--- src/rtl/pattern_scan_ctrl.sv ---
// pattern_scan_ctrl: feeds a byte stream one byte at a time to an external 4-bit
// window matcher and accumulates the hit count and the first-hit location per frame.
//
// state  | meaning
// S_IDLE | waiting for start; previous results held
// S_LOAD | in_ready high, waiting for the next text byte
// S_EVAL | matcher hit vector sampled, counters updated
// S_DONE | one-cycle done pulse, then back to idle
module pattern_scan_ctrl #(
  parameter int CNT_W = 16,
  parameter int IDX_W = 8
) (
  input  logic             clk,
  input  logic             rst_n,
  input  logic             start,
  input  logic [3:0]       pattern,
  input  logic             abort,
  input  logic             in_valid,
  input  logic [7:0]       in_data,
  input  logic             in_last,
  output logic             in_ready,
  output logic [7:0]       m_text,
  output logic [3:0]       m_pat,
  input  logic [4:0]       m_pos,
  output logic             busy,
  output logic             done,
  output logic [CNT_W-1:0] match_cnt,
  output logic [IDX_W-1:0] byte_cnt,
  output logic             first_found,
  output logic [IDX_W-1:0] first_byte,
  output logic [2:0]       first_pos
);

  typedef enum logic [1:0] {S_IDLE, S_LOAD, S_EVAL, S_DONE} state_t;

  state_t         r_state;
  state_t         w_next;
  logic           w_start_acc;
  logic           w_byte_acc;
  logic           w_eval_upd;
  logic           r_last;
  logic [2:0]     w_pop;
  logic [2:0]     w_hi;
  logic [CNT_W:0] w_sum;

  always_ff @(posedge clk or negedge rst_n) begin
    if (!rst_n) r_state <= S_IDLE;
    else        r_state <= w_next;
  end

  // abort is checked ahead of byte acceptance and in_last so a frame can always be dropped
  always_comb begin
    w_next      = r_state;
    w_start_acc = 1'b0;
    w_byte_acc  = 1'b0;
    w_eval_upd  = 1'b0;
    case (r_state)
      S_IDLE: begin
        if (start) begin
          w_start_acc = 1'b1;
          w_next      = S_LOAD;
        end
      end
      S_LOAD: begin
        if (abort) begin
          w_next = S_IDLE;
        end else if (in_valid) begin
          w_byte_acc = 1'b1;
          w_next     = S_EVAL;
        end
      end
      S_EVAL: begin
        if (abort) begin
          w_next = S_IDLE;
        end else begin
          w_eval_upd = 1'b1;
          w_next     = r_last ? S_DONE : S_LOAD;
        end
      end
      S_DONE:  w_next = S_IDLE;
      default: w_next = S_IDLE;
    endcase
  end

  assign in_ready = (r_state == S_LOAD);
  assign busy     = (r_state != S_IDLE);
  assign done     = (r_state == S_DONE);

  always_comb begin
    w_pop = '0;
    w_hi  = '0;
    for (int k = 0; k < 5; k++) begin
      if (m_pos[k]) begin
        w_pop = w_pop + 3'd1;
        w_hi  = 3'(k);
      end
    end
  end

  // one extra bit catches the carry so the count can clamp at all-ones
  assign w_sum = {1'b0, match_cnt} + (CNT_W+1)'(w_pop);

  always_ff @(posedge clk or negedge rst_n) begin
    if (!rst_n) begin
      m_text      <= '0;
      m_pat       <= '0;
      r_last      <= 1'b0;
      match_cnt   <= '0;
      byte_cnt    <= '0;
      first_found <= 1'b0;
      first_byte  <= '0;
      first_pos   <= '0;
    end else begin
      if (w_start_acc) begin
        m_pat       <= pattern;
        match_cnt   <= '0;
        byte_cnt    <= '0;
        first_found <= 1'b0;
        first_byte  <= '0;
        first_pos   <= '0;
      end
      if (w_byte_acc) begin
        m_text <= in_data;
        r_last <= in_last;
      end
      if (w_eval_upd) begin
        match_cnt <= w_sum[CNT_W] ? {CNT_W{1'b1}} : w_sum[CNT_W-1:0];
        if (byte_cnt != {IDX_W{1'b1}}) byte_cnt <= byte_cnt + IDX_W'(1);
        if (!first_found && (m_pos != 5'd0)) begin
          first_found <= 1'b1;
          first_byte  <= byte_cnt;
          first_pos   <= w_hi;
        end
      end
    end
  end

endmodule

--- config.mk ---
export PLATFORM = sky130hd
export DESIGN_NAME = pattern_scan_ctrl
export DESIGN_NICKNAME = d
export VERILOG_FILES = /design/src/rtl/pattern_scan_ctrl.sv
export SDC_FILE = /design/constraint.sdc
export NUM_CORES = 1
export LEC_CHECK = 0
export ABC_AREA = 1
export CORE_UTILIZATION = 54
export DETAILED_ROUTE_END_ITERATION = 16
export GPL_TIMING_DRIVEN = 0
export PLACE_DENSITY_LB_ADDON = 0.08
export SLEW_MARGIN = 0
export SYNTH_ARGS = -nofsm -noshare
export SYNTH_HDL_FRONTEND = slang
export SYNTH_SLANG_ARGS = --single-unit
export TNS_END_PERCENT = 30
--- constraint.sdc ---
create_clock -name clk -period 2.7 [get_ports clk]
set_input_delay 0.405 -clock clk [delete_from_list [all_inputs] [get_ports clk]]
set_output_delay 0.405 -clock clk [all_outputs]
set_load 0.05 [all_outputs]
==> out/results.ini, run 1 <==
[timing]
max_slew_margin = 0.635
drv_slew = 0
hold_viol = 0
finalClockSkew_ns = 0.00668
setup_ws_ns = -0.0581
timing.final.crit_share = 1.02
tns_ns = -0.223
min_period_ns = 2.76
setup_viol = 7
worst_slew_pin_slew_ns = 0.546
rsz0062_at_grt = yes
fmax_mhz = 363

[critical_path]
start_kind = input pin
cp_max_fo = 5
crit_path_end_kind = register
cp.required_ns = 2.90
crit_arrival_ns = 2.96
setup.worst_path.class = in -> reg

[place]
portBuffers = 72
dp_hpwl_um = 5310
place_inst = 518
place_area_mm2 = 0.00394
gp_congestion = 0.843

[route]
drt-total-wl_um = 7520
drt_iter0_markers = 117
viasPerCell = 5.30
drc_errors = 0
via_count = 2825
wl_per_cell_um = 14.1
postRouteAntennaNets = 0
dr.pass1.iters = 4

[logic_synthesis]
ys_warn_count = 0
synth_area_per_cell_um2 = 8.13
synth_nets = 408
syn_inst = 375
synth_seq_cells = 51
synth_top_flop_cell = dfrtp_1
syn_area_mm2 = 0.00305
yosysUniqueCellTypes = 33
async_flop_share = 1.00
ys_seq_area_frac = 0.419
synth_edf_count = 0

[grt]
grt_pass1_wl_um = 12400
antenna_found_initial = 0
grt_overflow = 0
grt_max_degree = 41
grt_pass1_vias = 2783
track_usage = 0.261

[run_status]
violations = negative setup slack
outcome = complete, but fails checks

[clock_tree]
htree_levels = 2
clk_pin_slew_ns = 0.09
cts_buffer_depth = 2
cts.sinks = 51
ctsRootBufferMaster = clkbuf_8
clk_latency_ns = 0.31
cts_buffers = 5
cts_tree = built

[final_layout]
final_core_util = 0.794
area_delta_synth_final_pct = 37.4
fin_cells = 533
drive_above_1_share = 0.199
num-nets-final = 495
antennaDiodeCount = 0
fin_area_mm2 = 0.00419

[floorplanning]
dieArea_mm2 = 0.00595
boundaryPins = 74
row_count = 26
fp.coreArea_mm2 = 0.00527
fp.dieH_um = 77.1
initial_core_util = 0.578
die_w_um = 77.1

[pwr]
powerDensity_mw_per_mm2 = 610
vdd_drop_max_mv = 0.790
leakage_nw = 2.07
fin_total_pwr_mw = 2.56

[run]
max-cap-violations = 0

[worst_hold_path]
hold_class = in -> reg

-- Yosys cell counts, types with 2 or more instances --
cell type  number  area [µm²]
nor2_1         14        52.6
xnor2_1         3        26.3
o21ai_1        10        50.1
nand4_1         5        31.3
nand2_4         3        33.8
buf_6           2        22.5
nand3_1        39         195
a21oi_1         2        10.0
inv_2           2        7.51
nand2_2         5        31.3
buf_2           4        20.0
o21ai_2         3        26.3
nor2_4          5        56.3
nor2_2          2        12.5
o211ai_1        2        15.0
nand3_4         2        35.0
mux2_2          8        90.1
inv_1          43         161
nand3_2         7        70.1
nand3b_1        2        15.0
or2_2           2        12.5
ha_1            9         113
buf_4           2        15.0
xor2_1          8        70.1
o21ai_0        14        70.1
nand2_1       120         450
dfrtp_1        51        1280
-- through the flow --
stage	worst slack, ns	hold slack [ns]
floorplan	-0.0226	0.109
global placement	-0.917	0.462
detailed placement	-1.03	0.313
CTS	-0.0347	0.474
global route	-0.222	0.485
finish	-0.0581	0.469
-- cell families after synthesis --
kind of cell	count (synthesis)	share of synthesized area
XOR/XNOR	11	0.0316
multiplexers	8	0.0296
AND/OR/NAND/NOR	208	0.339
buffers and inverters	54	0.0759
flip-flops	51	0.419
adder cells (fa/ha/maj)	10	0.0435
AO/OA/AOI/OAI	33	0.0616
-- placed cells by master, fill, tap and decap left out, drive strengths merged --
master / instances
nand2: 128
clkdlybuf4s50: 68
dfrtp: 51
nand3: 48
inv: 45
o21ai: 27
nor2: 21
buf: 18
ha: 9
xor2: 8
mux2: 8
clkbuf: 6
nand4: 6
xnor2: 3
o211ai: 2
a21oi: 2
nand3b: 2
or2: 2
clkinv: 2
nor3: 1
o41ai: 1
o31ai: 1
fa: 1
clkinvlp: 1
dlygate4sd3: 1
dlygate4sd2: 1
-- layer usage --
metal	vias up	wire [µm]	track usage
met5	-	0	0
met1	1353	3090	0.312
met2	76	3750	0.442
li1	1375	-	-
met4	0	204	0.102
met3	21	471	0.0726
-- registers in the layout, summed over array words and instances, names as in the netlist --
register     count
first_byte       8
match_cnt       16
m_text           8
first_found      1
m_pat            4
r_state          2
byte_cnt         8
first_pos        3
r_last           1
-- path summary, 6_finish.rpt --
| kind | start | endpoint | cells after the start | slack (ns) |
|---|---|---|---|---|
| setup / recovery | m_pos[1] | match_cnt[7] | 22 | -0.06 |
| hold / removal | m_pos[1] | first_pos[0] | 3 | 0.47 |
| setup reg to reg | match_cnt[0] | match_cnt[8] | 12 | 0.73 |
| hold reg to reg | m_pat[2] | m_pat[2] | 2 | 0.49 |
| max in group asynchronous | rst_n | r_last | 3 | 1.70 |
| min in group asynchronous | rst_n | match_cnt[9] | 2 | 0.50 |
-- timing repair --
item,4_1_cts,5_1_grt
hold buffers,1,0
buffers inserted,4,1
setup endpoints to repair,16,16
cloned,1,0
gates resized for setup,23,15
endpoints found under the hold margin,11,0
pin swaps,10,4
-- layout make-up --
| type | count | area (µm²) |
|---|---|---|
| Multi-Input combinational cell | 270 | 1640 |
| Sequential cell | 51 | 1280 |
| Fill cell | 372 | 1080 |
| Timing Repair Buffer | 80 | 828 |
| Inverter | 46 | 191 |
| Tap cell | 70 | 87.6 |
| Clock buffer | 6 | 82.6 |
| Buffer | 8 | 61.3 |
| Clock inverter | 2 | 16.3 |
-- report_power, final --
group	total, mW	internal (mW)	switching, mW
clock	0.475	0.210	0.265
sequential	0.956	0.881	0.0751
combinational	1.12	0.396	0.728
total	2.56	1.49	1.07
-- worst max-delay path: stages --
cell and delay [ns]:
buf_12 0.10, inv_12 0.03, ha_4 0.27, inv_2 0.03
nand2_2 0.06, nand2_2 0.06, xor2_1 0.14, nand2_1 0.10
nand2_2 0.08, ha_4 0.16, nand2_2 0.05, xor2_1 0.17
xor2_1 0.20, ha_1 0.31, buf_6 0.15, or2_4 0.23
nand2_4 0.10, nor2_4 0.06, nand2_1 0.06, nand3_1 0.07
nand2_1 0.06, o21ai_1 0.06
(Power assumes the default switching activity.)
==> run 2, diff against run 1 <==
CORE_UTILIZATION = 50   (was 54)
clock period = 2.8 ns   (was 2.7 ns; I/O delays follow)
==> run 2 against run 1 <==
Against the previous run:
- the run now ends clean
- first-iteration DRC count decreased by 21%
- via count increased by 0.53%
- count of clock-buffer cells in the layout decreased by 1
- sequential power decreased by 3.2%
- non-clock buffer count increased by 10
- global-route usage decreased by 2.0 points
- cell count increased by 2.8%
- hold slack improved by 0.0060 ns
- critical endpoint is now match_cnt[8]
- largest power group unchanged
==> out/results.ini, run 2 (synthesis gave the netlist of run 1 again) <==
[run_status]
outcome = completed

[route]
dr.pass1.iters = 4
postRouteAntennaNets = 0
viasPerCell = 5.18
drt-total-wl_um = 7450
wl_per_cell_um = 13.6
drc_errors = 0
via_count = 2840
drt_iter0_markers = 93

[clock_tree]
clk_pin_slew_ns = 0.10
cts.sinks = 51
ctsRootBufferMaster = clkbuf_8
cts_buffers = 5
cts_tree = built
cts_buffer_depth = 2
htree_levels = 2
clk_latency_ns = 0.31

[critical_path]
r2r_cells = 12
crit_arrival_ns = 2.97
cp.required_ns = 3.01
path_cells = buf_8, inv_4, ha_4, inv_2, nand2_2, nand2_2, xor2_1, nand2_1, nand2_2, ha_4, nand2_4, xor2_2, xor2_1, ha_1, nand3_2, nand2_2, buf_4, nand2_1, xor2_1, nand2_1, nand2_1, nand2_1
path_depth = 22
critPathTopFamily = simple AND/OR/NAND/NOR gates
cpMostUsedCell = nand2_1
crit_path_end_kind = register
setup.worst_path.class = in -> reg
start_kind = input pin
r2r-end = match_cnt[8]
reg2reg_from = match_cnt[0]
crit_end = match_cnt[8]
critPathMaxStageDelay_ns = 0.39
r2r_slack_ns = 0.85
cp_max_fo = 5
crit_slowest_cell = ha_1
cp_num_buf_inv = 4
worstSetupStartpoint = m_pos[1]

[timing]
max_slew_margin = 0.645
timing.final.crit_share = 0.984
rsz0062_at_grt = yes
setup_ws_ns = 0.0436
fmax_mhz = 363
finalClockSkew_ns = 0.00551
min_period_ns = 2.76
worst_slew_pin_slew_ns = 0.531
hold_slack_ns = 0.475
tns_ns = 0
hold_viol = 0
drv_slew = 0
setup_viol = 0

[grt]
grt_pass1_vias = 2670
grt_overflow = 0
grt_pass1_wl_um = 12100
antenna_found_initial = 0
track_usage = 0.241
grt_max_degree = 41

[floorplanning]
row_count = 28
boundaryPins = 74
initial_core_util = 0.518
fp.dieH_um = 80.1
dieArea_mm2 = 0.00641
fp.coreArea_mm2 = 0.00589
die_w_um = 80.1

[final_layout]
area_delta_synth_final_pct = 39.7
multi_input_area_mm2 = 0.00165
top_register = match_cnt
final_cell_mix = 109 x nand2_1, 67 x clkdlybuf4s50_1, 51 x dfrtp_1
n_fill_cell = 473
final_common_cell = nand2_1
antennaDiodeCount = 0
num-nets-final = 505
fin_area_mm2 = 0.00426
largest_reg_flops = 16
final-seq-area_mm2 = 0.00128
drive_above_1_share = 0.214

[place]
dpl_worst_slack_ns = -0.822
place_area_mm2 = 0.00391
portBuffers = 72
gp_congestion = 0.802
dp_hpwl_um = 5140

[run]
max-cap-violations = 0

[worst_hold_path]
hold_class = in -> reg

[pwr]
vdd_drop_max_mv = 0.734
powerDensity_mw_per_mm2 = 587
leakage_nw = 2.13

[run 2: changes by cell type in the layout (fill, tap and decap cells not counted), moves of 2 or more]
cell and change:
buf_8 +2, nand3_2 -2, buf_4 +10, nand2_2 +2, dlymetal6s2s_1 +2, nand3_1 +2
[run 2: stage by stage]
stage | power [mW] | util | std cells
3_3_place_gp | 1.96 | 0.661 | 522
2_1_floorplan | 1.62 | - | 375
4_1_cts | 2.46 | 0.701 | 545
5_1_grt | 2.62 | 0.724 | 548
3_5_place_dp | 1.98 | 0.664 | 523
6_report | 2.50 | 0.724 | 548
[run 2: timing repair]
item / in CTS / in global routing
endpoints found under the setup margin: 16 / 16
buffers inserted: 12 / 4
pin swaps: 5 / 17
gates resized for setup: 12 / 35
hold buffers: 1 / 0
cloned: 1 / 0
endpoints found under the hold margin: 11 / 0
[run 2: per-layer routing]
metal,vias up,global-route usage,wire length [µm]
met5,-,0,0
li1,1392,-,-
met2,69,0.415,3780
met4,0,0.0571,68
met1,1373,0.304,3240
met3,6,0.0568,363
[run 2: worst register-to-register path, stage by stage, from the launching register on]
cell,delay [ns]
dfrtp_1,0.39
ha_1,0.22
inv_1,0.08
fa_2,0.36
inv_1,0.10
nand3_2,0.09
nand2_2,0.13
buf_4,0.14
nand2_1,0.05
xor2_1,0.14
nand2_1,0.07
nand2_1,0.05
nand2_1,0.05
[run 2: where the power goes]
| group | switching, mW | internal, mW | leakage (nW) |
|---|---|---|---|
| Sequential | 0.0761 | 0.849 | 0.683 |
| Combinational | 0.716 | 0.411 | 1.40 |
| Clock | 0.266 | 0.179 | 0.0408 |
[run 2: how the worst min path moves through the flow]
stage / endpoint / slack [ns] / cells after the start / startpoint
global route: first_pos[0] / 0.46 / 3 / m_pos[1]
detailed placement: match_cnt[2] / 0.33 / 1 / rst_n
floorplan: byte_cnt[0] / 0.12 / 0 / rst_n
finish: first_pos[0] / 0.48 / 3 / m_pos[1]
CTS: first_pos[0] / 0.50 / 3 / m_pos[1]
global placement: m_pat[3] / 0.46 / 2 / m_pat[3]
[run 2: final cells by class]
| cell class | instances | share of cell area |
|---|---|---|
| multi-input combinational | 270 | 0.387 |
| sequential | 51 | 0.300 |
| timing repair buffer | 90 | 0.213 |
| inverter | 46 | 0.0426 |
| tap | 75 | 0.0220 |
| clock buffer | 5 | 0.0162 |
| buffer | 8 | 0.0144 |
| clock inverter | 3 | 0.00558 |
